### src/rtl/xm_pkg.sv
// Shared definitions for the register file, the instruction decoder and the
// write-back selector: register indices, address width, step constants and
// the update-source enumeration.
package xm_pkg;

  localparam int REG_COUNT_DEF = 8;
  localparam int REG_ADDR_W    = $clog2(REG_COUNT_DEF);
  localparam int PC_IDX        = 7;
  localparam int SP_IDX        = 6;

  typedef logic [REG_ADDR_W-1:0] reg_addr_t;

  localparam int STEP_WORD = 2;
  localparam int STEP_BYTE = 1;

  // Update sources in descending priority order.
  typedef enum logic [1:0] {
    WB_SRC  = 2'd0,
    MOD_SRC = 2'd1,
    PCI_SRC = 2'd2
  } upd_src_e;

endpackage

### src/rtl/reg_step_unit.sv
// Combinational +/-1 / +/-2 adder, wrapping modulo 2^WORD_SIZE.
// Ports:
//   val_i   operand
//   dec_i   1 = subtract step, 0 = add step
//   byte_i  1 = step 1, 0 = step 2
//   res_o   stepped result
module reg_step_unit
  import xm_pkg::*;
#(
  parameter int WORD_SIZE = 16
) (
  input  logic [WORD_SIZE-1:0] val_i,
  input  logic                 dec_i,
  input  logic                 byte_i,
  output logic [WORD_SIZE-1:0] res_o
);

  logic [WORD_SIZE-1:0] step;

  assign step  = byte_i ? WORD_SIZE'(STEP_BYTE) : WORD_SIZE'(STEP_WORD);
  assign res_o = dec_i ? (val_i - step) : (val_i + step);

endmodule

### src/rtl/register_file.sv
// Architectural register file R0..R7 (R7 = PC).
// Two combinational read ports, three update paths with per-register
// priority write-back > modify > PC increment.
// Ports:
//   clk_i, rst_i            clock, async active-high reset
//   wb_en_i/wb_byte_i       write-back strobe / low-byte-only write
//   wb_addr_i/wb_data_i     write-back target and data
//   mod_en_i/mod_dec_i      modify strobe / decrement select
//   mod_byte_i/mod_addr_i   step size (1 = step 1) / register to modify
//   pc_inc_i                advance R7 by 2
//   rd_a_*, rd_b_*          read ports
//   pc_out_o                current R7
module register_file
  import xm_pkg::*;
#(
  parameter int                   WORD_SIZE = 16,
  parameter int                   REG_COUNT = 8,
  parameter logic [WORD_SIZE-1:0] RESET_PC  = '0
) (
  input  logic                         clk_i,
  input  logic                         rst_i,
  input  logic                         wb_en_i,
  input  logic                         wb_byte_i,
  input  logic [$clog2(REG_COUNT)-1:0] wb_addr_i,
  input  logic [WORD_SIZE-1:0]         wb_data_i,
  input  logic                         mod_en_i,
  input  logic                         mod_dec_i,
  input  logic                         mod_byte_i,
  input  logic [$clog2(REG_COUNT)-1:0] mod_addr_i,
  input  logic                         pc_inc_i,
  input  logic [$clog2(REG_COUNT)-1:0] rd_a_addr_i,
  input  logic [$clog2(REG_COUNT)-1:0] rd_b_addr_i,
  output logic [WORD_SIZE-1:0]         rd_a_data_o,
  output logic [WORD_SIZE-1:0]         rd_b_data_o,
  output logic [WORD_SIZE-1:0]         pc_out_o
);

  localparam int AW = $clog2(REG_COUNT);

  logic [REG_COUNT-1:0][WORD_SIZE-1:0] regs_q, regs_d;
  logic [WORD_SIZE-1:0]                mod_res, pc_res;
  logic [2:0]                          hit;

  // Only one register can be modified per cycle, so a single stepper
  // serves the modify path; a second one produces PC + 2.
  reg_step_unit #(.WORD_SIZE(WORD_SIZE)) u_mod_step (
    .val_i  (regs_q[mod_addr_i]),
    .dec_i  (mod_dec_i),
    .byte_i (mod_byte_i),
    .res_o  (mod_res)
  );

  reg_step_unit #(.WORD_SIZE(WORD_SIZE)) u_pc_step (
    .val_i  (regs_q[PC_IDX]),
    .dec_i  (1'b0),
    .byte_i (1'b0),
    .res_o  (pc_res)
  );

  always_comb begin
    regs_d = regs_q;
    hit    = '0;
    for (int r = 0; r < REG_COUNT; r++) begin
      hit[WB_SRC]  = wb_en_i  && (wb_addr_i  == AW'(r));
      hit[MOD_SRC] = mod_en_i && (mod_addr_i == AW'(r));
      hit[PCI_SRC] = pc_inc_i && (r == PC_IDX);
      if (hit[WB_SRC]) begin
        // Byte write wins outright: upper byte keeps its pre-edge value,
        // any concurrent modify step is dropped.
        if (wb_byte_i) regs_d[r][7:0] = wb_data_i[7:0];
        else           regs_d[r]      = wb_data_i;
      end else if (hit[MOD_SRC]) begin
        regs_d[r] = mod_res;
      end else if (hit[PCI_SRC]) begin
        regs_d[r] = pc_res;
      end
    end
  end

  always_ff @(posedge clk_i or posedge rst_i) begin
    if (rst_i) begin
      regs_q         <= '0;
      regs_q[PC_IDX] <= RESET_PC;
    end else begin
      regs_q <= regs_d;
    end
  end

  // No bypass: reads see only committed contents.
  assign rd_a_data_o = regs_q[rd_a_addr_i];
  assign rd_b_data_o = regs_q[rd_b_addr_i];
  assign pc_out_o    = regs_q[PC_IDX];

endmodule

### config.mk
export PLATFORM = sky130hd
export DESIGN_NAME = register_file
export DESIGN_NICKNAME = d
export VERILOG_FILES = /design/src/rtl/xm_pkg.sv /design/src/rtl/reg_step_unit.sv /design/src/rtl/register_file.sv
export SDC_FILE = /design/constraint.sdc
export NUM_CORES = 1
export LEC_CHECK = 0
export ABC_AREA = 1
export CAP_MARGIN = 15
export CELL_PAD_IN_SITES_DETAIL_PLACEMENT = 0
export CELL_PAD_IN_SITES_GLOBAL_PLACEMENT = 1
export CORE_MARGIN = 8
export CORE_UTILIZATION = 39
export DETAILED_ROUTE_END_ITERATION = 10
export GPL_TIMING_DRIVEN = 0
export PLACE_DENSITY_LB_ADDON = 0.1
export RECOVER_POWER = 100
export SYNTH_ARGS = -nofsm -noshare
export SYNTH_HDL_FRONTEND = slang
export SYNTH_SLANG_ARGS = --single-unit
### constraint.sdc
create_clock -name clk_i -period 4.1 [get_ports clk_i]
set_input_delay 0.41 -clock clk_i [delete_from_list [all_inputs] [get_ports clk_i]]
set_output_delay 0.41 -clock clk_i [all_outputs]
set_load 0.02 [all_outputs]
After elaboration in Yosys (flattened, before gate mapping)
Cells that the tools add are included.
{"block": "classes", "n_addsub": 3, "mul": 0, "div_mod_pow": 0, "order_cmp": 3, "n_eq_ne": 22, "n_shift": 0, "mux": 26, "bitwise": 0, "reduce_logical": 34}
{"operator": "16-bit 2-to-1 mux", "count": 21}
{"operator": "16-bit binary-select mux with 3-bit select", "count": 3}
{"operator": "3-bit equality test, second input constant", "count": 8}
{"operator": "16-bit adder", "count": 1}
{"operator": "16-bit by 2-bit adder with 16-bit output, second input constant", "count": 1}
{"operator": "1-bit logical AND", "count": 16}
{"operator": "2-bit != test, second input constant", "count": 8}
{"operator": "2-bit AND reduction", "count": 8}
{"operator": "16-bit subtractor", "count": 1}
{"operator": "2-bit nonzero test", "count": 7}
{"operator": "3-bit by 2-bit equality test with 1-bit output, second input constant", "count": 4}
{"operator": "3-bit by 4-bit less-than comparator with 1-bit output, second input constant", "count": 3}
{"operator": "8-bit 2-to-1 mux", "count": 1}
{"operator": "3-bit by 1-bit equality test with 1-bit output, second input constant", "count": 2}
{"operator": "3-bit zero test", "count": 2}
{"operator": "3-bit nonzero test", "count": 1}
{"operator": "2-bit 2-to-1 mux", "count": 1}
{"block": "totals", "reg_bits": 128, "latchBits": 0, "mem_bits_rw": 0, "rom_bits": 0, "in_bits": 36, "out_inout_bits": 48, "word_cells": 104, "mem_count": 0}

Logic depth before layout (Yosys ltp)
{"block": "depth", "depth_word": 6, "depth_mapped": 22, "mapped_depth_nobuf": 19}

By module
Synthesis repeated with hierarchy kept, for this count alone.
{"block": "hier_totals", "cells_unflattened": 1955, "area_unflattened_um2": 12040.3}
{"mod": "register_file", "n_inst": 1, "cells_per_inst": 1591, "area_per_inst_um2": 10131.0, "seq_area_each_um2": 3203.1}
{"mod": "reg_step_unit", "n_inst": 2, "cells_per_inst": 182, "area_per_inst_um2": 954.7, "seq_area_each_um2": 0.0}

Least setup slack after synthesis
No wires, ideal clock.
{"block": "synth_path", "path_type": "input -> register", "startpoint": "in mod_addr_i[0]", "endpoint": "reg regs_q[110] (netlist name)", "setup_ps": 127, "arrival_time_ps": 2884, "required_ps": 3973, "path_slack_ps": 1089, "path_stages": 18, "n_path_buf": 3, "path_cell_list": "buf_2 -> inv_2 -> nand2_1 -> buf_6 -> inv_2 -> clkbuf_1 -> a21oi_1 -> o2bb2ai_1 -> ha_1 -> fa_1 -> o21ai_2 -> nand2_1 -> nand2_1 -> nand2_1 -> nand3_1 -> nand3_1 -> nand2_1 -> o21ai_0"}
{"block": "synth_between", "elab_chain_cells": 6, "elab_cells_between_ends": 11, "cone_classes": "add/sub (2); eq/ne (1); mux (5); reduce/logical (3)"}
{"element": "from (decl)", "line_no": "register_file.sv:29", "source": "input logic [$clog2(REG_COUNT)-1:0] mod_addr_i,"}
{"element": "16-bit binary-select mux with 3-bit select", "line_no": "register_file.sv:47", "source": ".val_i (regs_q[mod_addr_i]),"}
{"element": "16-bit 2-to-1 mux (implied by the code)", "line_no": "register_file.sv:47"}
{"element": "16-bit adder / 16-bit subtractor (equally long branches)", "line_no": "reg_step_unit.sv:21", "source": "assign res_o = dec_i ? (val_i - step) : (val_i + step);"}
{"element": "16-bit 2-to-1 mux", "line_no": "reg_step_unit.sv:21"}
{"element": "16-bit 2-to-1 mux", "line_no": "register_file.sv:72", "source": "end else if (hit[MOD_SRC]) begin"}
{"element": "16-bit 2-to-1 mux", "line_no": "register_file.sv:67", "source": "if (hit[WB_SRC]) begin"}
{"element": "to (signal assigned)", "line_no": "register_file.sv:85", "source": "regs_q <= regs_d;"}
{"element": "to (decl)", "line_no": "register_file.sv:40", "source": "logic [REG_COUNT-1:0][WORD_SIZE-1:0] regs_q, regs_d;"}
Parallel ways exist; a longest one is shown, timed or not. The select of a mux whose other input is x is not followed.
A chain may end at the register's enable or synchronous reset.

Worst setup path after layout
{"block": "layout_path", "startpoint": "in mod_addr_i[1]", "endpoint": "reg regs_q[44] (netlist name)"}
The elaborated chain is that of the path after synthesis.

==> metrics.cfg <==
[status]
outcome = complete, but fails checks
violations = capacitance limit, slew limit

[synth]
synth_fa_ha_area_share_pct = 2.11
synth-warning-count = 0
synth_compound_area_share_pct = 31.9
ys_top_cells_by_count = nand2_1, o21ai_0, a21oi_1
yosysMostFrequentCell = nand2_1
synthXorXnorAreaFrac_pct = 0.576
yosys.area.top_type = dfrtp_1
ys_types = 46
syn_nets = 1626
syn_area_um2 = 10400
synth_top_family_by_area = compound AO/OA/AOI/OAI gates
ys_seq_area_share_pct = 30.7
synthArstFlopShare_pct = 100
ys.flop_type = dfrtp_1
synth.area.mux_share_pct = 0
synth_area_leaders = dfrtp_1, nand2_1, o21ai_0, a21oi_1, inv_1
synth-simple-area-share_pct = 23.5
synth.top_cell.area_share_pct = 30.7
synth_seq_cells = 128
avgSynthCellArea_um2 = 6.63
synth_edf_count = 0
synthCells = 1573

[floorplan]
die_x_um = 180
num_rows = 60
die_h_um = 180
initial_utilization_pct = 39.2
core_um2 = 26600
io_pins = 84
die_area_um2 = 32200

[global_routing]
overflow = 0
grt_max_degree = 92
antenna_found_initial = 0
grt_pass1_vias = 11800
grt_pass1_wl_um = 79700
grtUsageTotal_pct = 32.8

[clock_tree]
path_clk_slew_ns = 0.07
cts_hold_buf = 0
cts_max_path_buffers = 2
tritoncts = built
htreeDepth = 4
cts_root_buf = clkbuf_16
worstSkewPairLatency_ns = 0.44
cts-buffers-inserted = 17
clock_sink_count = 128

[sta]
finalCriticalPeriod_ns = 3.95
fmax_mhz = 253
setup_viol = 0
tightest_slew_ns = 1.81
hold_violations = 0
fin_skew_ns = 0.0197
fin_crit_sh_pct = 96.3
slew_viol_final = 39
max_slew_margin_pct = -21.5
rsz0062_at_grt = no

[critical_path]
crit_type = in -> reg
path_common_cell = nand2_1
worstPathRequired_ns = 4.42
worstPathCellList = clkdlybuf4s50_1 -> inv_2 -> nand2_1 -> buf_6 -> inv_4 -> clkbuf_4 -> nand2_1 -> o2111ai_1 -> nand2_1 -> o21ai_0 -> ha_1 -> a21oi_1 -> o21ai_0 -> nand2_1 -> nand3_1 -> nand2_1 -> nand2_1 -> o21ai_0 -> nand2_1
endpoint_kind = register
crit_fanout = 14
worstSetupStartpointType = input port
arrival_ns = 4.27
critPathBufInv = 5
critPathMaxStageDelay_ns = 0.61
critPathTopFamily = buffers and inverters
cp_slowest_cell = clkdlybuf4s50_1

[pwr]
pwr-share-clk_pct = 22.7
netSwitchingFraction_pct = 49.0
irDropWorstVdd_uv = 256
p_leak_uw = 0.00560
seq_power_share_pct = 33.0
power_frac_comb_pct = 44.2
switching_power_uw = 3520
p_int_uw = 3670
power_density_nw_per_um2 = 584

[routing]
ant_nets = 0
drtIter0Drc = 1966
dr.pass1.iters = 6
vias = 12700
wl_per_cell_um = 26.8
drcViolationCount = 0
drt_wl_total_um = 54300
avgViaCountPerCell = 6.25

[min_path]
hold_class = in -> reg

[layout]
fill_cells = 2816
multiInputGateArea_um2 = 6090
drive_gt1_share_pct = 7.77
final_nets = 1725
antenna_cells = 0
final_util_pct = 46.3
seq_area_um2 = 3200
fin_area_um2 = 12300
syn2layout_area_growth_pct = 18.0

[place]
dpl-instance-area_um2 = 11700
port_buffers = 80
dp_hpwl_um = 42800
place_congestion = 0.960

[job]
cap_violations = 1

-- routing by layer --
layer  wire length (um)  up-vias  GRT usage (%)  share of wire (%)
met5                  0        -              0                  0
met4               1730        0           10.7                3.2
met3               5870      122           7.30                 11
met2              23600      838           49.8                 43
met1              23100     6056           45.4                 43
li1                   -     5641              -                  -
-- stage by stage --
| step | hold WS [ns] | worst slack, ns | std cells | power [uW] | setup TNS [ns] |
|---|---|---|---|---|---|
| floorplan | 0.449 | 0.277 | 1573 | 4020 | 0 |
| global placement | 0.475 | -2.00 | 1994 | 5420 | -287.92 |
| detailed placement | 0.478 | -0.566 | 1995 | 5440 | -33.30 |
| CTS | 0.382 | 0.0283 | 2025 | 7060 | 0 |
| global route | 0.510 | 0.0185 | 2026 | 7510 | 0 |
| finish | 0.484 | 0.153 | 2026 | 7190 | 0 |
-- sequential cells by signal, summed over array words and instances (netlist names) --
register  flops
pc_out_o     16
regs_q      112
-- power by group through the flow --
stage	registers, uW	clock network, uW	logic, uW
2_1_floorplan	2000	0	2020
3_3_place_gp	2340	0	3080
3_5_place_dp	2340	0	3100
4_1_cts	2320	1620	3120
5_1_grt	2390	1670	3450
6_report	2380	1640	3180
-- worst min-delay path: cells and delay by family --
| kind | cells | cell delay (ns) |
|---|---|---|
| AO/OA/AOI/OAI | 1 | 0.09 |
| buffers and inverters | 1 | 0.23 |
| AND/OR/NAND/NOR | 1 | 0.14 |
-- cell families after synthesis --
family | Yosys count
simple gates | 586
fa+ha+maj | 17
compound gates | 557
buf+inv | 279
xor+xnor | 6
flops | 128
-- placed cells by master, fill, tap and decap left out, drive strengths merged, types with 5 or more instances in the layout --
master         Yosys  routed
a221oi            24      24
ha                16      16
o22ai             13      13
nand4              5       5
a31oi             39      39
o221ai            46      46
dlygate4sd3        0      49
clkbuf            63      81
clkdlybuf4s50      0      31
a22oi              8       8
clkinv             5       9
nor3               5       5
o211ai            38      38
buf               37      37
o21ai            209     209
inv              174     180
o2111ai           14      14
dfrtp            128     128
nor2              76      76
nand3             64      64
a21oi            161     161
nand2            429     429
-- worst paths after layout --
kind	startpoint	to	slack, ns	cells after the start
setup / recovery	mod_addr_i[1]	regs_q[44]	0.15	19
hold / removal	wb_data_i[1]	regs_q[81]	0.48	3
setup reg to reg	pc_out_o[1]	regs_q[4]	0.68	10
hold reg to reg	regs_q[25]	regs_q[25]	0.48	2
max in group asynchronous	rst_i	regs_q[92]	1.06	3
min in group asynchronous	rst_i	regs_q[21]	0.89	2
-- what timing repair did --
item	in CTS	in global routing
endpoints found under the setup margin	27	49
buffers inserted	0	1
pin swaps	0	1
resized for setup	2	20
-- area by class of cell --
class                   count  area share (%)
multi-input cells        1166            49.5
flip-flops and latches    128            26.0
repair buffers             82            6.60
inverters                 179            5.55
plain buffers              98            4.01
clock buffers              18            3.49
well taps                 341            3.47
clock inverters            14            1.37
Note: power is estimated with default switching activity, not from simulation.
==> edit (config.mk and constraints unchanged) <==
`WORD_SIZE` is set to 16 in 2 places; all go to 8.
--- a/src/rtl/reg_step_unit.sv
+++ b/src/rtl/reg_step_unit.sv
@@ -7,7 +7,7 @@
 module reg_step_unit
   import xm_pkg::*;
 #(
-  parameter int WORD_SIZE = 16
+  parameter int WORD_SIZE = 8
 ) (
   input  logic [WORD_SIZE-1:0] val_i,
   input  logic                 dec_i,
--- a/src/rtl/register_file.sv
+++ b/src/rtl/register_file.sv
@@ -13,7 +13,7 @@
 module register_file
   import xm_pkg::*;
 #(
-  parameter int                   WORD_SIZE = 16,
+  parameter int                   WORD_SIZE = 8,
   parameter int                   REG_COUNT = 8,
   parameter logic [WORD_SIZE-1:0] RESET_PC  = '0
 ) (
Interface: changed (resized pc_out_o, rd_a_data_o, rd_b_data_o and wb_data_i); port bits go from 84 to 52. No check against the original RTL was run, so the function may have changed too.
==> edit against the unedited design <==
The run still ends with capacitance limit, slew limit left; non-clock buffer count decreased by 94; synthesized area decreased by 51%; final cell count decreased by 52%; power decreased by 53%; setup slack improved by 54 ps; sequential share of layout area about the same; final area decreased by 50%; sequential cell count decreased by 64; routed wire length decreased by 59%; critical path type unchanged; highest routed layer unchanged.
==> edit: results (changes against the unedited design) <==
Timing
  • Worst Tran Pin Value: 2010 ps (was 1810 ps)
  • Layout Skew: 9.60 ps (was 19.7 ps)
  • Count of pins over their slew limit: 36 (was 39)

Yosys
  • Synthesized net count: 775 (was 1626)
  • Synth area leaders: dfrtp_1, nand2_1, o21ai_0 (unchanged)
  • Unique masters post-synth: 47 (was 46)
  • Post-Syn Area per Cell: 6.96 µm² (was 6.63 µm²)
  • Post-synth top cells: nand2_1, inv_1, o21ai_0 (was nand2_1, o21ai_0, a21oi_1)

Power and ir drop
  • Clock group power: 846 µW (was 1640 µW)
  • Switching share of power: 44.3% (was 49.0%)
  • Seq power: 1080 µW (was 2380 µW)
  • Leakage power: 0.00273 µW (was 0.00560 µW)

Routing
  • Drt pass-1 iters: 5 (was 6)
  • Drt via density: 5.95 (was 6.25)

Placement
  • Area of placed instances: 5850 µm² (was 11700 µm²)
  • GPL Wtd Cong: 0.901 (was 0.960)
  • Port Buf Inserts: 48 (was 80)
  • Post-DP HPWL: 17.1 mm (was 42.8 mm)

CTS
  • Post-CTS resize count: 0 (was 2)
  • Skew-Pair Late Insertion Delay: 350 ps (was 440 ps)
  • Clock buffer count from CTS: 9 (was 17)
  • Htree depth: 3 (was 4)

Critical path
  • Worst r2r dst: pc_out_o[2] (was regs_q[4])
  • CP startpoint: mod_addr_i[0] (was mod_addr_i[1])
  • Crit path DAT: 4120 ps (was 4270 ps)
  • Critical-path maximum fanout: 10 (was 14)

Finish
  • Max FFs per register: 56 (was 112)
  • Final non-filler cell total: 979 (was 2026)
  • Syn-to-layout area delta: 19.7% (was 18.0%)
  • Share of post-route cells with drive strength above 1: 7.97% (was 7.77%)

Global routing
  • All-Layer GR Usage: 26.7% (was 32.8%)
  • Vias in the first global route: 5479 (was 11800)
  • First-pass GRT wire length: 33.3 mm (was 79.7 mm)
  • Largest net degree at the start of global routing: 36 (was 92)

Hold path
  • Worst Min Path Start: wb_data_i[7] (was wb_data_i[1])

Outcome
  • Status: finished with violations (unchanged)
  • Failing checks: capacitance limit, slew limit (unchanged)

Run
  • Max-cap violations: 1 (unchanged)
[edit: cell count changes in the layout (fill, tap and decap cells not counted), moves of 13 or more]
| cell | change |
|---|---|
| a21oi_1 | -106 |
| a221oi_1 | -13 |
| a31oi_1 | -22 |
| buf_4 | -13 |
| clkbuf_1 | -38 |
| dfrtp_1 | -64 |
| dlygate4sd3_1 | -25 |
| inv_1 | -62 |
| nand2_1 | -252 |
| nand3_1 | -31 |
| nor2_1 | -20 |
| o211ai_1 | -31 |
| o21ai_0 | -103 |
[edit: cell type report]
type | count | share of cell area [%]
buffer | 37 | 3.34
multi-input combinational | 532 | 47.4
inverter | 105 | 6.48
timing repair buffer | 49 | 7.88
clock buffer | 9 | 3.67
sequential | 64 | 26.1
tap | 176 | 3.58
clock inverter | 7 | 1.57
[edit: per-stage QoR]
| stage | setup WS (ps) | TNS (ps) | hold WS (ps) |
|---|---|---|---|
| floorplan | 1530 | 0 | 459 |
| global placement | -124 | -306 | 479 |
| global route | 99.5 | 0 | 530 |
| finish | 208 | 0 | 499 |
| detailed placement | -82.8 | -297 | 484 |
| CTS | 267 | 0 | 498 |
[edit: routing by layer]
metal	GRT usage (%)	part of all wire, %
met4	12.6	4.0
met5	0	0
met2	39.8	43
met1	35.7	42
met3	6.41	10
[edit: critical path: stages]
cell and delay, ps:
clkdlybuf4s50_1 450, buf_6 170, nand2_8 120, clkinv_1 300, o2bb2ai_1 240, o32ai_1 520, ha_1 290, fa_1 210
xor2_1 820, nor2_1 100, a221oi_1 340, o21ai_0 120
[edit: cell families after synthesis]
family                   share of synthesized area, %
adder cells (fa/ha/maj)                          2.34
buffers and inverters                            11.8
AND/OR/NAND/NOR                                  22.6
AO/OA/AOI/OAI                                    31.2
XOR/XNOR                                        0.829
flip-flops                                       31.2
